## src/rtl/hdmi_link_sequencer.sv

```systemverilog
// Bring-up/recovery sequencer for the QSFP-HDMI output link: HPD debounce, module reset, retimer config, GT TX wait.
// Optional build macro HDMI_SEQ_DROP_COUNTER_EN adds a saturating count of link drops out of RUN.
//
// state   | meaning
// IDLE    | no sink; module held in reset
// RESET   | module_resetl held low for RESET_HOLD_CYCLES
// INIT    | module released; settle for INIT_WAIT_CYCLES
// CONFIG  | config engine started; wait for done/error/timeout
// WAIT_TX | waiting for the GT TX reset to release
// RUN     | link up
// BACKOFF | gap after a failed config attempt before retrying
// FAULT   | retries exhausted; leave only on HPD loss
module hdmi_link_sequencer #(
    parameter int DEBOUNCE_CYCLES       = 2_000_000,
    parameter int RESET_HOLD_CYCLES     = 400_000,
    parameter int INIT_WAIT_CYCLES      = 60_000_000,
    parameter int CONFIG_TIMEOUT_CYCLES = 20_000_000,
    parameter int BACKOFF_CYCLES        = 2_000_000,
    parameter int MAX_RETRIES           = 3
) (
    input  logic        system_clock,
    input  logic        system_reset_n,
    input  logic        hpd_raw,
    input  logic        tx_reset_raw,
    input  logic        config_done,
    input  logic        config_error,
    output logic        module_resetl,
    output logic        config_start,
    output logic        run,
    output logic        hpd_stable,
    output logic        fault,
    output logic [2:0]  state
`ifdef HDMI_SEQ_DROP_COUNTER_EN
    ,
    output logic [7:0]  drop_count
`endif
);

    localparam int MAX_AB  = (RESET_HOLD_CYCLES > INIT_WAIT_CYCLES) ? RESET_HOLD_CYCLES : INIT_WAIT_CYCLES;
    localparam int MAX_CD  = (CONFIG_TIMEOUT_CYCLES > BACKOFF_CYCLES) ? CONFIG_TIMEOUT_CYCLES : BACKOFF_CYCLES;
    localparam int MAX_ALL = (MAX_AB > MAX_CD) ? MAX_AB : MAX_CD;
    localparam int TW      = (MAX_ALL > 1) ? $clog2(MAX_ALL) : 1;
    localparam int DW      = (DEBOUNCE_CYCLES > 1) ? $clog2(DEBOUNCE_CYCLES) : 1;
    localparam logic [3:0] MAX_R = 4'(MAX_RETRIES);

    typedef enum logic [2:0] {
        IDLE    = 3'd0,
        RESET   = 3'd1,
        INIT    = 3'd2,
        CONFIG  = 3'd3,
        WAIT_TX = 3'd4,
        RUN     = 3'd5,
        BACKOFF = 3'd6,
        FAULT   = 3'd7
    } state_t;

    logic [1:0]    hpd_ff;
    logic [1:0]    tx_ff;
    logic          hpd_sync;
    logic          tx_sync;
    logic [DW-1:0] db_cnt;
    state_t        state_q;
    state_t        nxt;
    logic [TW-1:0] timer;
    logic [TW-1:0] timer_load;
    logic          timer_done;
    logic [3:0]    retry_cnt;
    logic [3:0]    retry_nxt;
    logic [3:0]    retry_inc;

    assign hpd_sync   = hpd_ff[1];
    assign tx_sync    = tx_ff[1];
    assign timer_done = (timer == '0);
    assign retry_inc  = retry_cnt + 4'd1;
    assign state      = state_q;

    always_ff @(posedge system_clock or negedge system_reset_n) begin
        if (!system_reset_n) begin
            hpd_ff     <= '0;
            tx_ff      <= '0;
            db_cnt     <= '0;
            hpd_stable <= 1'b0;
        end else begin
            hpd_ff <= {hpd_ff[0], hpd_raw};
            tx_ff  <= {tx_ff[0], tx_reset_raw};
            if (hpd_sync == hpd_stable) begin
                db_cnt <= '0;
            end else if (db_cnt == DW'(DEBOUNCE_CYCLES - 1)) begin
                hpd_stable <= ~hpd_stable;
                db_cnt     <= '0;
            end else begin
                db_cnt <= db_cnt + DW'(1);
            end
        end
    end

    // HPD loss overrides everything; in CONFIG an error beats done, and done beats a same-cycle timeout.
    always_comb begin
        nxt       = state_q;
        retry_nxt = retry_cnt;
        if (!hpd_stable && state_q != IDLE) begin
            nxt       = IDLE;
            retry_nxt = '0;
        end else begin
            case (state_q)
                IDLE: begin
                    if (hpd_stable) begin
                        nxt       = RESET;
                        retry_nxt = '0;
                    end
                end
                RESET:   if (timer_done) nxt = INIT;
                INIT:    if (timer_done) nxt = CONFIG;
                CONFIG: begin
                    if (config_error || (timer_done && !config_done)) begin
                        retry_nxt = retry_inc;
                        nxt       = (retry_inc == MAX_R) ? FAULT : BACKOFF;
                    end else if (config_done) begin
                        nxt = WAIT_TX;
                    end
                end
                WAIT_TX: if (!tx_sync) nxt = RUN;
                RUN:     if (tx_sync) nxt = WAIT_TX;
                BACKOFF: if (timer_done) nxt = RESET;
                FAULT:   nxt = FAULT;
                default: nxt = IDLE;
            endcase
        end
    end

    // Timer is loaded with N-1 on state entry and expires at zero, giving N cycles in state.
    always_comb begin
        case (nxt)
            RESET:   timer_load = TW'(RESET_HOLD_CYCLES - 1);
            INIT:    timer_load = TW'(INIT_WAIT_CYCLES - 1);
            CONFIG:  timer_load = TW'(CONFIG_TIMEOUT_CYCLES - 1);
            BACKOFF: timer_load = TW'(BACKOFF_CYCLES - 1);
            default: timer_load = '0;
        endcase
    end

    always_ff @(posedge system_clock or negedge system_reset_n) begin
        if (!system_reset_n) begin
            state_q       <= IDLE;
            timer         <= '0;
            retry_cnt     <= '0;
            module_resetl <= 1'b0;
            config_start  <= 1'b0;
            run           <= 1'b0;
            fault         <= 1'b0;
        end else begin
            state_q   <= nxt;
            retry_cnt <= retry_nxt;
            if (nxt != state_q) begin
                timer <= timer_load;
            end else if (!timer_done) begin
                timer <= timer - TW'(1);
            end
            module_resetl <= !(nxt == IDLE || nxt == RESET);
            config_start  <= (nxt == CONFIG) && (state_q != CONFIG);
            run           <= (nxt == RUN);
            fault         <= (nxt == FAULT);
        end
    end

`ifdef HDMI_SEQ_DROP_COUNTER_EN
    always_ff @(posedge system_clock or negedge system_reset_n) begin
        if (!system_reset_n) begin
            drop_count <= '0;
        end else if (state_q == RUN && nxt != RUN && drop_count != 8'hFF) begin
            drop_count <= drop_count + 8'd1;
        end
    end
`endif

endmodule
```

## config.mk

```make
export PLATFORM = sky130hd
export DESIGN_NAME = hdmi_link_sequencer
export DESIGN_NICKNAME = d
export VERILOG_FILES = /design/src/rtl/hdmi_link_sequencer.sv
export SDC_FILE = /design/constraint.sdc
export NUM_CORES = 1
export LEC_CHECK = 0
export BUFFER_PORTS_ARGS = -buffer_cell sky130_fd_sc_hd__buf_2
export CAP_MARGIN = 20
export CORE_MARGIN = 1.5
export CORE_UTILIZATION = 61
export CTS_CLUSTER_SIZE = 10
export DETAILED_ROUTE_END_ITERATION = 6
export GPL_ROUTABILITY_DRIVEN = 1
export GPL_TIMING_DRIVEN = 0
export PLACE_DENSITY = 0.89
export SYNTH_ARGS = -nofsm -noshare
export SYNTH_HDL_FRONTEND = slang
export SYNTH_SLANG_ARGS = --single-unit
export TNS_END_PERCENT = 100
```

## constraint.sdc

```tcl
create_clock -name system_clock -period 4 [get_ports system_clock]
set_clock_uncertainty 0.15 [all_clocks]
set_input_delay 0.2 -clock system_clock [delete_from_list [all_inputs] [get_ports system_clock]]
set_output_delay 0.2 -clock system_clock [all_outputs]
set_load 0.03 [all_outputs]
```

==> results of run 1 <==
-- area by class of cell --
| type | instances | area share |
|---|---|---|
| Multi-Input combinational cell | 281 | 0.456 |
| Sequential cell | 63 | 0.415 |
| Clock buffer | 12 | 0.0382 |
| Timing Repair Buffer | 17 | 0.0303 |
| Tap cell | 72 | 0.0237 |
| Buffer | 13 | 0.0135 |
| Clock inverter | 4 | 0.0118 |
| Inverter | 12 | 0.0118 |
-- path summary, 6_finish.rpt --
path / from / endpoint / cells after the start
setup / recovery: timer[0] / timer[6] / 10
hold / removal: config_error / retry_cnt[1] / 3
setup reg to reg: timer[0] / timer[6] / 10
hold reg to reg: tx_ff[0] / tx_ff[1] / 0
max in group asynchronous: system_reset_n / hpd_ff[0] / 3
min in group asynchronous: system_reset_n / timer[3] / 2
-- power groups by stage --
| stage | Clock, mW | Combinational, mW | Sequential (mW) |
|---|---|---|---|
| 5_1_grt | 0.564 | 0.591 | 0.908 |
| 6_report | 0.535 | 0.525 | 0.892 |
| 3_3_place_gp | 0 | 0.494 | 0.887 |
| 4_1_cts | 0.540 | 0.526 | 0.890 |
| 2_1_floorplan | 0 | 0.422 | 0.871 |
| 3_5_place_dp | 0 | 0.520 | 0.900 |
-- layer usage --
metal,vias up,wire (µm),part of all wire,track usage
li1,1352,-,-,-
met1,1345,3220,0.45,0.338
met2,65,3510,0.49,0.440
met3,16,329,0.046,0.0412
met4,0,157,0.022,0.127
met5,-,0,0,0
-- sequential cells by signal (all words and copies together) (netlist names) --
register	cells
fault	1
config_start	1
hpd_ff	2
run	1
hpd_stable	1
db_cnt	21
retry_cnt	4
tx_ff	2
module_resetl	1
state	3
timer	26
-- per-stage QoR --
stage | utilization | setup slack, ns | hold WS [ns] | instances
after global placement | 0.655 | 0.480 | 0.158 | 454
after detailed placement | 0.659 | 0.380 | 0.0887 | 455
after CTS | 0.699 | 0.365 | 0.176 | 474
after floorplan | - | 0.989 | -0.246 | 369
after global routing | 0.699 | 0.0895 | 0.217 | 474
final | 0.699 | 0.331 | 0.171 | 474
-- logic make-up (layout without fill, tap and decap cells) --
group           Yosys count  count (layout)  share of synthesized area
simple gates            171             171                      0.263
compound gates           64              64                      0.121
flops                    63              63                      0.463
xor+xnor                 40              40                      0.103
buf+inv                  25              58                     0.0283
fa+ha+maj                 4               4                     0.0147
mux                       2               2                    0.00734
-- layout by cell type, fill, tap and decap left out, drive strengths merged, types with 9 or more instances in the layout --
master,n
a21oi,13
buf,16
clkbuf,23
dfrtp,63
inv,12
nand2,33
nand3,13
nor2,51
nor3,15
o21ai,25
or3,9
xnor2,20
xor2,20
-- critical path: cells and delay by family, from the launching register on --
kind            cells  cell delay [ns]
flops               1             0.39
buf+inv             2             0.55
compound gates      3             1.04
mux                 1             0.52
fa+ha+maj           1             0.24
simple gates        3             0.69
-- what timing repair did --
action	in CTS	in global routing
hold buffers	3	0
hold endpoints to repair	27	0
resized for setup	0	0
==> out/metrics.yaml, run 1 <==
outcome:
  status: "finished, final reports clean"
setup_path:
  path_max_fanout: 10
  crit_chain: "inv_1 -> ha_1 -> nor3b_1 -> nand4_1 -> o221a_1 -> o31ai_4 -> mux2i_1 -> clkbuf_1 -> nand2_1 -> a21oi_1"
  cp_data_arrival_time_ns: 3.79
  required_ns: 4.12
  max_stage_delay_ns: 0.52
  regToRegSetupSlack_ns: 0.33
  crit_path_start_kind: "register"
  slowest_stage: "mux2i_1"
  critPathKind: "reg -> reg"
  crit_path_end_kind: "register"
global_routing:
  grt_pass1_wl_um: 12500
  grt.total_usage: 0.265
  grt-ovfl-total: 0
  grt_max_degree: 39
  first_global_vias: 2753
  antenna_found_initial: 0
final_layout:
  design_area_um2: 3800
  drive_gt1_frac: 0.0995
  nNetsFinal: 407
  fillers: 403
  syn_to_final_growth_pct: 11.6
  regArea_um2: 1580
  antenna_cells: 0
  multiInputGateArea_um2: 1730
synth:
  yosys.area.top_type_share: 0.463
  synthCells: 369
  ys_top_cells_by_count: "dfrtp_1, nor2_1, nand2_1"
  syn-cell-area_um2: 3410
  synthTopCellsByArea: "dfrtp_1, nor2_1, xnor2_1"
  async_flop_share: 1.00
  ys.flop_type: "dfrtp_1"
  synth.largest_area_cell: "dfrtp_1"
  synth.distinct_cells: 54
  ys_seq_area_frac: 0.463
  synth_most_common_cell: "dfrtp_1"
  ys_seq_elements: 63
  syn_nets: 379
  synthesis.yosys.warnings: 0
  synth_enable_flop_cells: 0
  avgSynthCellArea_um2: 9.23
pwr:
  p_sw_mw: 0.645
  p_clk_frac: 0.274
  p_per_area_nw_per_um2: 513
  swShare: 0.330
  p_leak_nw: 1.69
  power_frac_comb: 0.269
  ir_worst_vdd_uv: 315
  p_seq_frac: 0.457
  internal_power_mw: 1.31
  finalPower_mw: 1.95
job:
  maxCapViolCount: 0
worst_hold_path:
  hold_class: "in -> reg"
sta:
  grt_setup_unrepaired: "no"
  slew_viol_final: 0
  tns_ns: 0
  final_hold_viol_count: 0
  setup_viol: 0
  slew_headroom: 0.587
  period_share: 0.917
  fmax_mhz: 273
  min_period_ns: 3.67
  tightest_slew_ns: 0.614
clock_network:
  cts_tree: "done"
  h-tree-depth: 3
  cts_buffers: 9
  clk_latency_ns: 0.34
  clock_sinks: 63
  cts_root_buffer: "clkbuf_8"
  post_cts_buffers: 0
  cts_buffer_depth: 2
  path_clk_slew_ns: 0.06
placement:
  place_hpwl_um: 5220
  portBuffers: 13
  place.gp.congestion: 0.935
  placed_area_um2: 3580
floorplan:
  core_um2: 5440
  start_util: 0.626
  die_x_um: 77.7
  ios: 14
  die-area_um2: 6040
  die_y_um: 77.7
  placementRows: 27
drt:
  vias: 2778
  initialDrtViolationCount: 219
  wire_per_inst_um: 15.2
  vias_per_cell: 5.86
  remaining_drc_errors: 0
  ant_nets: 0
  routed_wl_um: 7220
  firstDrtPassIters: 4
(Power assumes the default switching activity.)
==> run 2: changes to the inputs <==
- CELL_PAD_IN_SITES_DETAIL_PLACEMENT: not set -> 1
- CELL_PAD_IN_SITES_GLOBAL_PLACEMENT: not set -> 1
- CORE_UTILIZATION: 61 -> 45
- PLACE_DENSITY: 0.89 -> 0.85
==> out/metrics.yaml, run 2 (synthesis results as in run 1) <==
clock_network:
  post_cts_buffers: 0
  cts_root_buffer: "clkbuf_8"
  clk_latency_ns: 0.34
  cts_buffers: 9
  cts_buffer_depth: 2
  h-tree-depth: 3
  clock_sinks: 63
  cts_tree: "done"
  path_clk_slew_ns: 0.07
sta:
  slew_viol_final: 0
  period_share: 0.925
  fmax_mhz: 270
  min_period_ns: 3.70
  slew_headroom: 0.455
  grt_setup_unrepaired: "no"
  tns_ns: 0
  tightest_slew_ns: 0.817
  setup_viol: 0
  final_hold_viol_count: 0
final_layout:
  multiInputGateArea_um2: 1740
  fillers: 895
  syn_to_final_growth_pct: 11.8
  utilization: 0.522
  final_cell_mix: "dfrtp_1, nor2_1, nand2_1, o21ai_0"
  regArea_um2: 1580
  antenna_cells: 0
  nNetsFinal: 406
  regMostFlops: "timer"
  reg_top3: "timer x26, db_cnt x21, retry_cnt x4"
  final_common_cell: "dfrtp_1"
  largest_reg_flops: 26
  drive_gt1_frac: 0.0998
job:
  maxCapViolCount: 0
floorplan:
  core_um2: 7290
  die_x_um: 90.0
  die_y_um: 90.0
  start_util: 0.467
  ios: 14
  placementRows: 31
  die-area_um2: 8100
setup_path:
  crit_path_end_kind: "register"
  crit_family: "compound AO/OA/AOI/OAI gates"
  required_ns: 4.11
  crit_path_start_kind: "register"
  path_max_fanout: 10
  crit_chain: "inv_1 -> ha_1 -> nor3b_1 -> nand4_1 -> o221a_1 -> o31ai_4 -> mux2i_2 -> clkbuf_1 -> nand2_1 -> a31oi_1"
  critPathKind: "reg -> reg"
  cp_data_arrival_time_ns: 3.81
  crit_buf_inv: 2
  max_stage_delay_ns: 0.53
  slowest_stage: "o31ai_4"
drt:
  ant_nets: 0
  remaining_drc_errors: 0
  vias_per_cell: 5.72
  firstDrtPassIters: 4
  routed_wl_um: 8550
  vias: 2858
  wire_per_inst_um: 17.1
  initialDrtViolationCount: 102
pwr:
  p_leak_nw: 1.67
  p_per_area_nw_per_um2: 509
  ir_worst_vdd_uv: 197
global_routing:
  antenna_found_initial: 0
  grt.total_usage: 0.226
  grt-ovfl-total: 0
  grt_pass1_wl_um: 14700
  first_global_vias: 3028
  grt_max_degree: 64
outcome:
  status: "finished, final reports clean"
placement:
  portBuffers: 13
  place_hpwl_um: 5810
  place.gp.congestion: 0.864
worst_hold_path:
  hold_class: "in -> reg"
==> run 2: worst min-delay path: stages <==
cell and delay [ns]:
buf_2 0.12, o21bai_1 0.14, o21ai_0 0.16
==> run 2: repair_timing <==
action                                 CTS  global route
hold buffers                             3             0
gates resized for setup                  0             1
setup endpoints to repair                0             9
endpoints found under the hold margin   65             0
==> run 2: cell type report <==
cell class / count / share of cell area
tap: 99 / 0.0325
inverter: 12 / 0.0118
sequential: 63 / 0.414
timing repair buffer: 16 / 0.0256
multi-input combinational: 281 / 0.456
clock inverter: 3 / 0.00460
buffer: 13 / 0.0135
clock buffer: 13 / 0.0417
==> run 2: through the flow <==
| stage | cells | hold slack, ns | setup slack (ns) | total power, mW | instance area (µm²) |
|---|---|---|---|---|---|
| CTS | 500 | 0.156 | 0.179 | 1.95 | 3800 |
| floorplan | 369 | -0.246 | 0.989 | 1.29 | 3410 |
| global placement | 481 | 0.159 | 0.397 | 1.40 | 3600 |
| global route | 500 | 0.201 | 0.0561 | 2.07 | 3810 |
| detailed placement | 481 | 0.160 | 0.264 | 1.44 | 3600 |
| finish | 500 | 0.174 | 0.301 | 1.94 | 3810 |
==> run 2: power by group <==
part           switching, mW  total [mW]  internal [mW]
registers              0.138       0.898          0.760
clock network          0.248       0.506          0.257
logic                  0.293       0.536          0.243
==> run 2: layer usage <==
metal | vias up | global-route usage | part of all wire
met5 | - | 0 | 0
met1 | 1457 | 0.293 | 0.45
met4 | 0 | 0.0847 | 0.013
li1 | 1344 | - | -
met2 | 46 | 0.381 | 0.51
met3 | 11 | 0.0347 | 0.028
==> run 2: final timing paths <==
kind                                end  slack (ns)            from  cells after the start
setup / recovery              timer[20]        0.30        timer[0]                     10
hold reg to reg               hpd_ff[1]        0.20       hpd_ff[0]                      0
min in group asynchronous      timer[3]        0.33  system_reset_n                      2
max in group asynchronous      timer[7]        2.81  system_reset_n                      2
setup reg to reg              timer[20]        0.30        timer[0]                     10
hold / removal             retry_cnt[2]        0.17    config_error                      3
==> run 3: changes to the inputs <==
- PLACE_DENSITY: 0.85 -> 0.71
==> out/metrics.yaml, run 3 (synthesis results as in run 1) <==
outcome:
  status: "finished, final reports clean"
clock_network:
  clk_latency_ns: 0.34
  clock_sinks: 63
  cts_buffers: 9
  cts_tree: "done"
  cts_root_buffer: "clkbuf_8"
  h-tree-depth: 3
  cts_buffer_depth: 2
  path_clk_slew_ns: 0.07
final_layout:
  largest_reg_flops: 26
  syn_to_final_growth_pct: 13.0
  final_common_cell: "dfrtp_1"
  regMostFlops: "timer"
  drive_gt1_frac: 0.107
  reg_top3: "timer x26, db_cnt x21, retry_cnt x4"
  fin_cells: 500
  antenna_cells: 0
  nNetsFinal: 406
  final_cell_mix: "dfrtp_1, nor2_1, nand2_1, o21ai_0"
placement:
  dpl.cell_count: 481
  place.gp.congestion: 0.821
  portBuffers: 13
  place_hpwl_um: 5830
job:
  maxCapViolCount: 0
floorplan:
  placementRows: 31
  die-area_um2: 8100
  start_util: 0.467
  die_y_um: 90.0
  ios: 14
  die_x_um: 90.0
  core_um2: 7290
global_routing:
  first_global_vias: 2871
  grt_pass1_wl_um: 14200
  antenna_found_initial: 0
  grt-ovfl-total: 0
  grt_max_degree: 64
  grt.total_usage: 0.221
setup_path:
  critPathKind: "reg -> reg"
  crit_path_start_kind: "register"
  path_max_fanout: 10
  crit_path_end_kind: "register"
  cp_data_arrival_time_ns: 3.66
  required_ns: 4.05
drt:
  firstDrtPassIters: 4
  remaining_drc_errors: 0
  initialDrtViolationCount: 55
  vias_per_cell: 5.47
  wire_per_inst_um: 16.6
  vias: 2734
  ant_nets: 0
  routed_wl_um: 8280
pwr:
  p_leak_nw: 1.68
  p_per_area_nw_per_um2: 524
  ir_worst_vdd_uv: 199
sta:
  slew_headroom: 0.467
  tns_ns: 0
  setup_viol: 0
  final_hold_viol_count: 0
  grt_setup_unrepaired: "no"
  slew_viol_final: 0
  min_period_ns: 3.62
  tightest_slew_ns: 0.799
  period_share: 0.904
  fmax_mhz: 277
worst_hold_path:
  hold_class: "in -> reg"
-- run 3: cell count changes in the layout (fill, tap and decap cells not counted), sizes merged --
cell      delta
clkbuf       -1
bufinv       +1
clkinvlp     +2
clkinv       -2
-- run 3: worst max-delay path, cell delays in order, from the launching register on --
cell and delay [ns]:
dfrtp_1 0.40, inv_1 0.10, ha_1 0.26, nor3b_1 0.26
nand4_1 0.27, o221a_1 0.38, o31ai_4 0.53, mux2_4 0.41
nor2_1 0.24, buf_2 0.32, a22oi_1 0.13
-- run 3: final timing paths --
kind	startpoint	to	slack (ns)	cells past startpoint
worst max register to register	timer[0]	timer[1]	0.38	10
worst max-delay path	timer[0]	timer[1]	0.38	10
min in group asynchronous	system_reset_n	timer[2]	0.35	2
worst min-delay path	config_error	retry_cnt[1]	0.17	3
max in group asynchronous	system_reset_n	retry_cnt[1]	2.83	2
worst min register to register	tx_ff[0]	tx_ff[1]	0.20	0
-- run 3: per-layer routing --
| metal | up-vias | wire, µm | global-route usage | part of all wire |
|---|---|---|---|---|
| met2 | 31 | 3850 | 0.342 | 0.46 |
| met4 | 0 | 140 | 0.0741 | 0.017 |
| met3 | 13 | 173 | 0.0364 | 0.021 |
| li1 | 1342 | - | - | - |
| met1 | 1348 | 4120 | 0.314 | 0.50 |
| met5 | - | 0 | 0 | 0 |
-- run 3: per-stage QoR --
step | hold WS (ns) | utilization | setup WS [ns] | power (mW) | instance area, µm²
2_1_floorplan | -0.246 | - | 0.989 | 1.29 | 3410
3_3_place_gp | 0.158 | 0.493 | 0.167 | 1.40 | 3600
3_5_place_dp | 0.160 | 0.493 | 0.0932 | 1.43 | 3600
4_1_cts | 0.160 | 0.527 | 0.0491 | 2.04 | 3850
5_1_grt | 0.213 | 0.528 | 0.148 | 2.15 | 3850
6_report | 0.173 | 0.528 | 0.385 | 2.02 | 3850
-- run 3: layout make-up --
cell class              instances  area (µm²)
fillers                       879        3440
multi-input cells             281        1740
flip-flops and latches         63        1580
clock buffers                  12         165
well taps                      99         124
repair buffers                 16        97.6
clock inverters                 4        52.6
plain buffers                  13        52.6
inverters                      12        45.0
-- run 3: timing repair --
| action | 4_1_cts | 5_1_grt |
|---|---|---|
| endpoints found under the hold margin | 65 | 0 |
| gates resized for setup | 0 | 3 |
| hold buffers | 3 | 0 |
| endpoints found under the setup margin | 0 | 11 |
| setup buffers | 0 | 0 |
-- run 3: power breakdown --
group | internal, mW | switching, mW | total (mW) | leakage, nW
combinational | 0.243 | 0.289 | 0.532 | 0.741
sequential | 0.760 | 0.134 | 0.894 | 0.837
clock | 0.339 | 0.255 | 0.594 | 0.101
total | 1.34 | 0.678 | 2.02 | 1.68
